[src/rtl/hash_pipe_nonce_sched.sv]
// hash_pipe_nonce_sched
// Job controller for a fully pipelined SHA-256 quad pipeline. It accepts a
// message template, a start nonce and a nonce count. It issues one
// nonce-substituted message per cycle and follows results across the fixed
// pipeline latency. Each digest is screened for a leading-zero target, and
// qualifying nonces are queued in a small hit FIFO for the host.
// Optional feature: define HASHPIPE_ABORT_EN so that cmd_abort ends issue early.
module hash_pipe_nonce_sched #(
    parameter int PIPE_LAT   = 16,
    parameter int NONCE_WORD = 3,
    parameter int HIT_DEPTH  = 4,
    parameter int WORDBITS   = 32,
    parameter int MSGBITS    = 512,
    parameter int HASHBITS   = 256
) (
    input  logic                clk,
    input  logic                rst_n,
    input  logic                job_valid,
    output logic                job_ready,
    input  logic [MSGBITS-1:0]  job_msg,
    input  logic [WORDBITS-1:0] job_nonce,
    input  logic [WORDBITS-1:0] job_count,
    input  logic [5:0]          cfg_zbits,
    input  logic                cmd_abort,
    output logic [MSGBITS-1:0]  msg_out,
    output logic                msg_valid,
    input  logic [HASHBITS-1:0] hash_in,
    output logic                hit_valid,
    input  logic                hit_ready,
    output logic [WORDBITS-1:0] hit_nonce,
    output logic                hit_ovf,
    output logic                busy,
    output logic                done
);

    localparam int PTR_W = $clog2(HIT_DEPTH);
    localparam int CNT_W = PTR_W + 1;
    localparam int REM_W = WORDBITS + 1;

    localparam logic [WORDBITS-1:0] NONCE_ONE = 1;
    localparam logic [REM_W-1:0]    REM_ONE   = 1;
    localparam logic [REM_W-1:0]    REM_FULL  = REM_ONE << WORDBITS;
    localparam logic [PTR_W-1:0]    PTR_ONE   = 1;
    localparam logic [CNT_W-1:0]    CNT_DEPTH = CNT_W'(HIT_DEPTH);

    typedef enum logic [1:0] {
        S_IDLE,
        S_RUN,
        S_DRAIN,
        S_DONE
    } state_t;

    // Job FSM and issue registers
    state_t              r_state;
    logic                r_job_ready;
    logic                r_busy;
    logic                r_done;
    logic                r_msg_valid;
    logic [MSGBITS-1:0]  r_msg_out;
    logic [MSGBITS-1:0]  r_tmpl;
    logic [WORDBITS-1:0] r_nonce;
    logic [REM_W-1:0]    r_remain;
    logic [5:0]          r_zbits;

    // Result tracking
    logic [PIPE_LAT-1:0] r_vld_dly;
    logic [WORDBITS-1:0] r_ret_nonce;

    // Hit FIFO
    logic [WORDBITS-1:0] r_mem [HIT_DEPTH];
    logic [PTR_W-1:0]    r_wr_ptr;
    logic [PTR_W-1:0]    r_rd_ptr;
    logic [CNT_W-1:0]    r_count;
    logic                r_hit_ovf;

    logic                  w_abort;
    logic                  w_accept;
    logic [MSGBITS-1:0]    w_issue_msg;
    logic                  w_res_valid;
    logic [2*WORDBITS-1:0] w_top;
    logic [2*WORDBITS-1:0] w_mask;
    logic                  w_hit;
    logic                  w_push;
    logic                  w_pop;
    logic                  w_full;
    logic                  w_not_empty;
    logic                  w_wr_en;
    logic                  w_unused;

`ifdef HASHPIPE_ABORT_EN
    assign w_abort  = cmd_abort;
    assign w_unused = ^hash_in[HASHBITS-1:2*WORDBITS];
`else
    // The abort port is present for pin compatibility but has no effect.
    assign w_abort  = 1'b0;
    assign w_unused = ^{cmd_abort, hash_in[HASHBITS-1:2*WORDBITS]};
`endif

    assign w_accept = (r_state == S_IDLE) && job_valid && r_job_ready;

    // Build the next message: the latched template with the nonce word replaced
    always_comb begin
        // NOTE: assign every always_comb output a default first so no path leaves it unassigned, which would infer a latch.
        w_issue_msg = r_tmpl;
        w_issue_msg[NONCE_WORD*WORDBITS +: WORDBITS] = r_nonce;
    end

    // Job FSM: accept, issue one message per RUN cycle, wait for returns, pulse done
    always_ff @(posedge clk) begin
        // NOTE: state is updated with non-blocking assignments only, so every register samples pre-edge values.
        if (!rst_n) begin
            r_state     <= S_IDLE;
            r_job_ready <= 1'b0;
            r_busy      <= 1'b0;
            r_done      <= 1'b0;
            r_msg_valid <= 1'b0;
            r_msg_out   <= '0;
            r_tmpl      <= '0;
            r_nonce     <= '0;
            r_remain    <= '0;
            r_zbits     <= '0;
        end else begin
            r_done      <= 1'b0;
            r_msg_valid <= 1'b0;
            case (r_state)
                S_IDLE: begin
                    r_job_ready <= 1'b1;
                    if (w_accept) begin
                        r_tmpl      <= job_msg;
                        r_nonce     <= job_nonce;
                        r_remain    <= (job_count == '0) ? REM_FULL : {1'b0, job_count};
                        r_zbits     <= cfg_zbits;
                        r_job_ready <= 1'b0;
                        r_busy      <= 1'b1;
                        r_state     <= S_RUN;
                    end
                end
                S_RUN: begin
                    if (w_abort) begin
                        r_remain <= '0;
                        r_state  <= S_DRAIN;
                    end else begin
                        r_msg_out   <= w_issue_msg;
                        r_msg_valid <= 1'b1;
                        r_nonce     <= r_nonce + NONCE_ONE;
                        r_remain    <= r_remain - REM_ONE;
                        if (r_remain == REM_ONE) begin
                            r_state <= S_DRAIN;
                        end
                    end
                end
                S_DRAIN: begin
                    // The issue register counts as the head of the delay line.
                    if (!r_msg_valid && (r_vld_dly == '0)) begin
                        r_done  <= 1'b1;
                        r_state <= S_DONE;
                    end
                end
                S_DONE: begin
                    r_busy      <= 1'b0;
                    r_job_ready <= 1'b1;
                    r_state     <= S_IDLE;
                end
                default: begin
                    r_state <= S_IDLE;
                end
            endcase
        end
    end

    // Valid delay line matching the pipeline depth; its last stage tags hash_in
    generate
        if (PIPE_LAT == 1) begin : g_dly_one
            always_ff @(posedge clk) begin
                if (!rst_n) r_vld_dly <= '0;
                else        r_vld_dly <= r_msg_valid;
            end
        end else begin : g_dly_many
            always_ff @(posedge clk) begin
                if (!rst_n) r_vld_dly <= '0;
                else        r_vld_dly <= {r_vld_dly[PIPE_LAT-2:0], r_msg_valid};
            end
        end
    endgenerate

    assign w_res_valid = r_vld_dly[PIPE_LAT-1];

    // Return-nonce counter: issue is contiguous, so results arrive in nonce order
    always_ff @(posedge clk) begin
        if (!rst_n) begin
            r_ret_nonce <= '0;
        end else if (w_accept) begin
            r_ret_nonce <= job_nonce;
        end else if (w_res_valid) begin
            r_ret_nonce <= r_ret_nonce + NONCE_ONE;
        end
    end

    // Leading-zero screen over D = H[0] || H[1] ..., MSB first; only the first 64 bits matter
    always_comb begin
        w_top  = {hash_in[0 +: WORDBITS], hash_in[WORDBITS +: WORDBITS]};
        w_mask = ~({(2*WORDBITS){1'b1}} >> r_zbits);
        w_hit  = (w_top & w_mask) == '0;
    end

    assign w_not_empty = (r_count != '0);
    assign w_full      = (r_count == CNT_DEPTH);
    assign w_push      = w_res_valid && w_hit;
    assign w_pop       = w_not_empty && hit_ready;
    // A full FIFO still takes a push when the head leaves in the same cycle.
    assign w_wr_en     = w_push && (!w_full || w_pop);

    // Hit FIFO storage
    always_ff @(posedge clk) begin
        // NOTE: storage is deliberately not reset; the count governs validity and hit_nonce is masked while empty.
        if (w_wr_en) begin
            r_mem[r_wr_ptr] <= r_ret_nonce;
        end
    end

    // Hit FIFO pointers, occupancy and sticky overflow flag
    always_ff @(posedge clk) begin
        if (!rst_n) begin
            r_wr_ptr  <= '0;
            r_rd_ptr  <= '0;
            r_count   <= '0;
            r_hit_ovf <= 1'b0;
        end else begin
            if (w_wr_en) r_wr_ptr <= r_wr_ptr + PTR_ONE;
            if (w_pop)   r_rd_ptr <= r_rd_ptr + PTR_ONE;
            r_count <= r_count + CNT_W'(w_wr_en) - CNT_W'(w_pop);
            if (w_accept) begin
                r_hit_ovf <= 1'b0;
            end else if (w_push && !w_wr_en) begin
                r_hit_ovf <= 1'b1;
            end
        end
    end

    assign job_ready = r_job_ready;
    assign busy      = r_busy;
    assign done      = r_done;
    assign msg_valid = r_msg_valid;
    assign msg_out   = r_msg_out;
    assign hit_valid = w_not_empty;
    assign hit_nonce = w_not_empty ? r_mem[r_rd_ptr] : '0;
    assign hit_ovf   = r_hit_ovf;

endmodule

[config.mk]
export PLATFORM = sky130hd
export DESIGN_NAME = hash_pipe_nonce_sched
export DESIGN_NICKNAME = d
export VERILOG_FILES = /design/src/rtl/hash_pipe_nonce_sched.sv
export SDC_FILE = /design/constraint.sdc
export NUM_CORES = 2
export LEC_CHECK = 0
export ABC_AREA = 0
export BUFFER_PORTS_ARGS = -buffer_cell sky130_fd_sc_hd__buf_2
export CORE_AREA = 2 2 536 538
export DETAILED_ROUTE_END_ITERATION = 16
export DIE_AREA = 0 0 538 540
export PLACE_DENSITY = 0.3
export SYNTH_ARGS = -nofsm -noshare
export SYNTH_HDL_FRONTEND = slang
export SYNTH_SLANG_ARGS = --single-unit
[constraint.sdc]
create_clock -name clk -period 5.3 [get_ports clk]
set_input_delay 1.06 -clock clk [delete_from_list [all_inputs] [get_ports clk]]
set_output_delay 1.06 -clock clk [all_outputs]
set_load 0.02 [all_outputs]
==> summary.txt <==
Yosys
  – Syn_area_per_cell: 9.379 um2
  – Seq/Total Area, Yosys: 0.5655
  – EDFF count, synth: 128
  – Mapped Area: 46700 um2
  – Async SR Flop Fraction: 0
  – Post-Syn Instances: 4979
  – Synth cell types: 69
  – Seq cells post-synth: 1255
  – Syn Nets: 5837
  – Yosys warning count: 0
  – Top_reg_cell synth: dfxtp_1

Detailed routing
  – Via count: 39540
  – Vias per std cell: 3.971
  – Wire per inst: 21.68 um
  – Wirelength, routed: 215900 um
  – DR pass1 iterations: 5
  – Remaining DRCs: 0
  – DRT antenna net count: 0
  – DRT iter0 DRCs: 2206

Clock network
  – Hold buffers post-CTS: 0
  – Post-cts sizing count: 0
  – H-tree depth: 4
  – Clock transition at the registers of the reported paths: 0.06 ns
  – Inserted Clock Buffers: 166
  – Clock root buffer: clkbuf_16
  – Clock Sinks: 1255
  – Worst-skew pair later-pin latency: 0.84 ns
  – CTS max path bufs: 4
  – Setup bufs post-CTS: 0
  – CTS tree: built

Worst setup path
  – Worst setup EP type: output port
  – Critical Path RT: 4.24 ns
  – CP max stage cell: mux4_2
  – Worst path top cell family by delay: buffers and inverters
  – Crit Path Category: reg2out
  – Worst r2r path cells: 13
  – Reg-to-reg endpoint: r_count[2]$_SDFF_PN0_
  – Max incr delay on CP: 0.65 ns
  – Startpoint types: register
  – FF-to-FF setup slack: 1.55 ns
  – Crit path cell chain: buf_4, mux4_2, and2_1, buf_2
  – Worst path bufs/invs: 2
  – Worst EP arrival: 2.97 ns
  – Reg-to-reg startpoint: r_zbits[3]$_SDFFE_PN0P_
  – Crit Path Max Fanout: 23

STA
  – Fin Clk Skew: 0.05665 ns
  – Slew margin rel.: 0.2820
  – Setup violators final: 0
  – Crit path time final: 4.031 ns
  – Fmax: 0.2481 GHz
  – Worst Max-Slew Pin Slew: 1.077 ns
  – Setup Total Neg Slack: 0 ns
  – Period utilization: 0.7606
  – Fin. Hold Viols: 0
  – Final Max Slew Viols: 0
  – Final WS setup: 1.269 ns
  – RSZ-0062 raised after global routing: no

Power
  – Worst VDD drop: 0.0002774 V
  – Power per cell area: 479.8 nW/um2
  – Leak pwr: 24.60 nW

Hold path
  – Cells on Worst Hold Path: 2
  – Hold WC Path Type: reg2reg
  – Min-delay src: r_tmpl[492]$_SDFFE_PN0P_
  – Hold-critical path endpoint: r_tmpl[492]$_SDFFE_PN0P_

GRT
  – Antenna violations before repair: 152
  – Largest net degree at the start of global routing: 149
  – Remaining global-route overflow: 0
  – All-layer global routing usage: 0.1420
  – Wire length of the first global-routing pass: 300300 um
  – Number of global-route vias before repair: 38350

Placed design
  – HPWL Detailed: 157100 um
  – Gpl congestion: 0.8175
  – Placed Area: 56690 um2
  – Placement Setup Slack: 0.9030 ns
  – IO Port Bufs: 1166

Die
  – IO Count: 1393
  – Die height: 540 um
  – Die W: 538 um
  – Core Area: 284500 um2
  – Initial core utilization: 0.1641
  – Die ar.: 290500 um2
  – # rows: 196

Layout
  – Fin util: 0.2195
  – Commonest non-fill, non-tap cells in the layout: 1166 x buf_2, 1126 x dfxtp_1, 1096 x nand2_1
  – Commonest non-fill, non-tap cell in the layout: buf_2
  – NumNets Final: 6881
  – Area grow syn2layout: 33.71%
  – Layout cell share with drive strength beyond 1: 0.2511
  – Finished layout cell area: 62440 um2

Run
  – MaxCap Viol Count: 0

Run status
  – Outcome: finished, final reports clean
[cell type report]
cell class | instances | area (um2)
fillers | 31520 | 222000
multi-input cells | 3341 | 18900
well taps | 3762 | 4707
inverters | 22 | 90.09
clock inverters | 55 | 764.5
clock buffers | 238 | 4861
flip-flops and latches | 1255 | 26410
diodes | 47 | 117.6
repair buffers | 1237 | 6594
[state kept, by name, indices dropped and copies added, names as in the netlist, 3 cells and up, named ones only]
name / count
r_vld_dly: 16
r_nonce: 32
msg_out: 512
r_mem: 128
r_tmpl: 480
r_zbits: 6
r_count: 3
r_ret_nonce: 32
r_remain: 33
[worst max-delay path by stage]
stage	to	cells past startpoint
global route	hit_nonce[24]	4
finish	hit_nonce[14]	4
detailed placement	r_count[2]$_SDFF_PN0_	14
global placement	r_count[2]$_SDFF_PN0_	14
floorplan	r_mem[0][0]$_DFFE_PP_	7
CTS	hit_nonce[22]	4
[cell usage after synthesis, drive strengths merged, types with 18 or more instances]
| master | n | area, um2 |
|---|---|---|
| edfxtp | 128 | 3844 |
| mux2i | 537 | 5375 |
| o221ai | 18 | 157.7 |
| clkbuf | 301 | 1130 |
| o21ai | 68 | 340.3 |
| a21oi | 567 | 2838 |
| inv | 22 | 82.58 |
| dfxtp | 1127 | 22560 |
| nor4 | 27 | 168.9 |
| and3 | 24 | 150.1 |
| nand3 | 44 | 220.2 |
| nand2 | 1097 | 4118 |
| xor2 | 21 | 183.9 |
| and2 | 64 | 400.4 |
| buf | 60 | 226.5 |
| nand4 | 26 | 162.7 |
| mux4 | 32 | 720.7 |
| nor2 | 611 | 2293 |
[tightest hold or removal path, delay by kind of cell (launching register included)]
kind	cells	cell delay (ns)
AO/OA/AOI/OAI	1	0.05
flip-flops	1	0.30
AND/OR/NAND/NOR	1	0.05
[cells by family after synthesis]
logic type	Yosys count	share of synthesized area
adders and majority gates	18	0.004823
buffers and inverters	383	0.03081
and+or+nand+nor	1947	0.1693
xor gates and xnor gates	37	0.006940
muxes	577	0.1325
DFF	1255	0.5655
AOI/OAI and AO/OA	762	0.09016
[power by group]
part           total [W]  leakage (nW)  internal, W  switching [W]
registers         0.0114          10.3       0.0106       0.000844
logic            0.00681          11.5      0.00242        0.00439
clock network     0.0117          2.78      0.00711        0.00459
total             0.0300          24.6       0.0201        0.00983
[through the flow]
step / hold WS, ns / total power (W) / cells
6_report: 0.4514 / 0.02996 / 9957
5_1_grt: 0.3841 / 0.03164 / 9921
4_1_cts: 0.3546 / 0.03066 / 9910
3_5_place_dp: 0.4452 / 0.01863 / 9617
3_3_place_gp: 0.4371 / 0.01859 / 9617
2_1_floorplan: 0.4302 / 0.01587 / 4979
[per-layer routing]
metal	global-route usage	vias to the layer above	share of wire	wire length [um]
li1	-	18990	-	-
met1	0.1790	18790	0.44	94090
met2	0.2229	1249	0.44	95390
met3	0.06047	412	0.098	21080
met4	0.03206	102	0.022	4683
met5	0	-	0.0030	657
(Power assumes the default switching activity.)
